--- config.mk ---
export PLATFORM = sky130hd
export DESIGN_NAME = instr_encoder
export DESIGN_NICKNAME = d
export VERILOG_FILES = /design/src/rtl/instr_encoder.sv
export SDC_FILE = /design/constraint.sdc
export NUM_CORES = 1
export LEC_CHECK = 0
export CAP_MARGIN = 20
export CORE_ASPECT_RATIO = 0.75
export CORE_UTILIZATION = 42
export CTS_CLUSTER_SIZE = 25
export DETAILED_ROUTE_END_ITERATION = 7
export HOLD_SLACK_MARGIN = 0.05
export PLACE_DENSITY = 0.81
export SLEW_MARGIN = 30
export SYNTH_ARGS = -nofsm -noshare
export SYNTH_HDL_FRONTEND = slang
export SYNTH_SLANG_ARGS = --single-unit
--- constraint.sdc ---
create_clock -name clk -period 2.14 [get_ports clk]
set_input_delay 0.321 -clock clk [delete_from_list [all_inputs] [get_ports clk]]
set_output_delay 0.321 -clock clk [all_outputs]
set_load 0.03 [all_outputs]
--- src/rtl/instr_encoder.sv ---
// Field-level MIPS instruction encoder feeding the instruction-memory preload port.
// Converts one request per cycle into a 32-bit word at the next sequential address.
module instr_encoder #(
  parameter logic [31:0] BASE_ADDR = 32'h0000_3000,
  parameter int          DEPTH     = 1024
) (
  input  logic        clk,
  input  logic        rst_n,
  input  logic        req_valid,
  output logic        req_ready,
  input  logic [3:0]  req_op,
  input  logic [4:0]  req_rs,
  input  logic [4:0]  req_rt,
  input  logic [4:0]  req_rd,
  input  logic [15:0] req_imm,
  input  logic [25:0] req_target,
  input  logic        restart,
  output logic        im_valid,
  input  logic        im_ready,
  output logic [31:0] im_addr,
  output logic [31:0] im_data,
  output logic [10:0] word_count,
  output logic        done,
  output logic        err_illegal
);

  localparam logic [10:0] DEPTH_W = 11'(DEPTH);

  logic        accept;
  logic        op_legal;
  logic [31:0] enc_data;
  logic [31:0] addr_next;

  assign done      = (word_count == DEPTH_W);
  assign req_ready = !restart && !done && (!im_valid || im_ready);
  assign accept    = req_valid && req_ready;
  assign addr_next = BASE_ADDR + {19'b0, word_count, 2'b00};

  // Fields a given format does not use are simply not routed into the word.
  always_comb begin
    op_legal = 1'b1;
    enc_data = 32'h0;
    case (req_op)
      4'd0:  enc_data = 32'h0;
      4'd1:  enc_data = {6'b000000, req_rs, req_rt, req_rd, 5'b00000, 6'b100000};
      4'd2:  enc_data = {6'b000000, req_rs, req_rt, req_rd, 5'b00000, 6'b100010};
      4'd3:  enc_data = {6'b000000, req_rs, 15'b0, 6'b001000};
      4'd4:  enc_data = {6'b001101, req_rs, req_rt, req_imm};
      4'd5:  enc_data = {6'b100011, req_rs, req_rt, req_imm};
      4'd6:  enc_data = {6'b101011, req_rs, req_rt, req_imm};
      4'd7:  enc_data = {6'b000100, req_rs, req_rt, req_imm};
      4'd8:  enc_data = {6'b001111, 5'b00000, req_rt, req_imm};
      4'd9:  enc_data = {6'b000011, req_target};
      4'd10: enc_data = {6'b100000, req_rs, req_rt, req_imm};
      4'd11: enc_data = {6'b101000, req_rs, req_rt, req_imm};
      4'd12: enc_data = {6'b111110, req_rs, 5'b00000, req_imm};
      default: op_legal = 1'b0;
    endcase
  end

  always_ff @(posedge clk or negedge rst_n) begin
    if (!rst_n) begin
      im_valid    <= 1'b0;
      im_addr     <= 32'h0;
      im_data     <= 32'h0;
      word_count  <= 11'd0;
      err_illegal <= 1'b0;
    end else if (restart) begin
      im_valid    <= 1'b0;
      word_count  <= 11'd0;
      err_illegal <= 1'b0;
    end else begin
      if (accept && op_legal) begin
        im_valid   <= 1'b1;
        im_addr    <= addr_next;
        im_data    <= enc_data;
        word_count <= word_count + 11'd1;
      end else if (im_ready) begin
        im_valid <= 1'b0;
      end
      // An illegal request is consumed without producing a word.
      if (accept && !op_legal)
        err_illegal <= 1'b1;
    end
  end

endmodule
==> results_dict.tcl <==
set metrics [dict create \
    status "finished clean" \
    port_buffers 125 \
    crit_path_end "req_ready" \
    ff2ff_setup_slack_ps 170 \
    firstDrtPassIters 4 \
    cts_buffers 9 \
    setup_viol 0 \
    grt-ovfl-total 0 \
    endpoint_kind "output port" \
    wl_per_cell_um 17.5 \
    power_density_mw_per_mm2 754 \
    first_global_vias 2967 \
    fin_setup_tns_ps 0 \
    drv_slew 0 \
    r2r-end "im_data[30]$_DFFE_PN0P_" \
    power.share.switching_pct 29.0 \
    drive_gt1_share_pct 17.7 \
    p_switching_mw 1.08 \
    syn_to_final_growth_pct 52.0 \
    synth.avg_cell_area_sq_um 10.5 \
    p_seq_share_pct 34.1 \
    placed_cells 526 \
    timing.final.crit_share_pct 95.1 \
    dr_total_vias 3030 \
    drc 0 \
    gp_congestion 0.855 \
    nets 510 \
    crit_type "reg -> out" \
    cts.sinks 57 \
    synth_cells 309 \
    synth_edf_count 0 \
    design_area_sq_mm 0.00492 \
    start_util_pct 43.8 \
    worstPathRequired_ps 1820 \
    multi_input_area_sq_mm 0.00150 \
    finalCriticalPeriod_ps 2030 \
    clk_latency_ps 340 \
    p_leak_nw 2.06 \
    reg2reg_depth 6 \
    final_cell_mix "122 x clkdlybuf4s50_1, 55 x dfrtp_1, 27 x buf_4, 23 x o2bb2ai_1, 21 x o21ai_0" \
    rr_startpoint "word_count[5]$_DFFE_PN0P_" \
    antenna_found_initial 0 \
    worstSetupStartpointType "flop" \
    dp_hpwl_um 6690 \
    critPathMaxFanout 4 \
    drtIter0Drc 255 \
    maxSlewHeadroom_pct 51.0 \
    num_rows 27 \
    yosysTopAreaCellShare_pct 44.0 \
    finalWorstSetupSlack_ps 106 \
    grt_pass1_wl_um 15300 \
    p_clk_share_pct 37.4 \
    cts_tree "done" \
    startpoint "word_count[5]$_DFFE_PN0P_" \
    io_pins 145 \
    vdd_drop_max_mv 0.437 \
    track_usage_pct 24.9 \
    via_per_inst 5.53 \
    die_x_um 103 \
    async_reset_ff_share_pct 100 \
    num_antenna_cells 0 \
    cp.arrival_ps 1710 \
    grt_max_degree 33 \
    synth.distinct_cells 55 \
    final_common_cell "clkdlybuf4s50_1" \
    yosysWarnings 0 \
    final-seq-area_sq_mm 0.00143 \
    finalClockSkew_ps 6.51 \
    hold_viol_final 0 \
    postRouteAntennaNets 0 \
    wirelength_um 9610 \
    hold_class "reg -> reg" \
    max_freq_mhz 492 \
    synth_area_leaders "dfrtp_1 44%, buf_4 7.7%, o2bb2ai_1 6.2%, mux2_2 4.2%, a22oi_1 3.2%" \
    clock_path_buffers 2 \
    p_int_mw 2.64 \
    worst_slew_pin_slew_ps 729 \
    clockRootBuffer "clkbuf_8" \
    die-area_sq_mm 0.00807 \
    ys_seq_elements 57 \
    place_area_sq_mm 0.00455 \
    final_cell_count_no_fill 548 \
    synthesis.area_sq_mm 0.00324 \
    yosysTopAreaCell "dfrtp_1" \
    die_height_um 78.0 \
    drv_cap 0 \
    cts_max_level 3 \
    p_comb_share_pct 28.6 \
    post-place-ws_ps -161 \
    core_area_sq_mm 0.00740 \
    synth_seq_area_share_pct 44.0 \
    ys.flop_type "dfrtp_1" \
    nFillCells 569 \
    clkTransAtPathRegs_ps 70 \
    rsz0062_at_grt "no" \
]
## cells in the mapped netlist, types with 2 or more instances
cell type  instances
a32oi_1            2
o31ai_1            3
inv_1              7
a21oi_1            9
o21ai_0           21
nand4_1            2
a22o_1             8
nor4bb_1           5
a221oi_1           5
nand3_1            4
nor4_1             3
o2bb2ai_1         23
buf_2             10
mux2_2            12
nor3_1             3
clkbuf_1           4
nor2b_1            7
and2_1             3
or4_1              3
or2_2              2
a22oi_1           14
o41ai_1            2
dfrtp_1           57
nor2_1             8
a222oi_1           5
a221o_1            5
ha_1               2
nand2_1           13
buf_6              6
nand2b_1           4
buf_4             33
## area by class of cell
cell class                      instances  share of cell area, %
Timing Repair Buffer                  158                   31.7
Clock inverter                          5                   2.54
Multi-Input combinational cell        208                   30.5
Sequential cell                        57                   29.0
Clock buffer                           11                   3.07
Tap cell                              101                   2.57
Inverter                                8                  0.610
## cells by family (layout without fill, tap and decap cells)
family | Yosys count | count (layout) | synth area share [%]
AND/OR/NAND/NOR | 71 | 71 | 13.6
flip-flops | 57 | 57 | 44.0
adder cells (fa/ha/maj) | 2 | 2 | 0.773
other | 1 | 19 | 0.116
XOR/XNOR | 1 | 1 | 0.271
AO/OA/AOI/OAI | 102 | 102 | 23.9
multiplexers | 13 | 13 | 4.48
buffers and inverters | 62 | 182 | 12.8
## metal layers
layer / GRT usage (%) / vias to the layer above / wire length (um)
met3: 6.41 / 27 / 710
met1: 34.0 / 1455 / 4240
met5: 0 / - / 0
met4: 9.30 / 0 / 238
met2: 37.8 / 154 / 4420
li1: - / 1394 / -
## what timing repair did
action	in CTS	in global routing
hold buffers	1	0
pin swaps	1	2
setup endpoints to repair	1	20
resized for setup	4	6
setup buffers	3	2
endpoints found under the hold margin	25	0
## state kept, by name (all words and copies together) (netlist names)
name and flops:
err_illegal 1, im_data 32, im_valid 1, word_count 11
im_addr 12
## critical path, cell delays in order (launching register included)
cell and delay, ps:
dfrtp_1 410, nor4b_4 360, nand4_4 180, buf_4 170
nand2_1 60, nor2_2 50, buf_12 140
## power groups by stage
stage               Sequential, mW  Clock, mW  Combinational (mW)
global placement              1.28          0                1.02
global route                  1.28       1.46                1.12
detailed placement            1.28          0                1.04
floorplan                     1.50          0               0.356
finish                        1.27       1.39                1.06
CTS                           1.27       1.40                1.05
## stage by stage
step	hold WS (ps)	utilization (%)	total power [mW]
after floorplan	25.4	-	1.86
after global placement	367	61.6	2.31
after detailed placement	374	61.6	2.32
after CTS	492	66.0	3.72
after global routing	501	66.5	3.87
final	489	66.5	3.71
## how the worst min path moves through the flow
| stage | startpoint | end | slack, ps | cells after the start |
|---|---|---|---|---|
| final | im_data[8]$_DFFE_PN0P_ | im_data[8]$_DFFE_PN0P_ | 490 | 1 |
| after global routing | im_data[8]$_DFFE_PN0P_ | im_data[8]$_DFFE_PN0P_ | 500 | 1 |
| after CTS | im_data[8]$_DFFE_PN0P_ | im_data[8]$_DFFE_PN0P_ | 490 | 1 |
| after detailed placement | rst_n | im_addr[3]$_DFFE_PN0P_ | 370 | 1 |
| after global placement | rst_n | im_addr[4]$_DFFE_PN0P_ | 370 | 1 |
| after floorplan | rst_n | err_illegal$_DFFE_PN0P_ | 30 | 0 |
(Power assumes the default switching activity.)
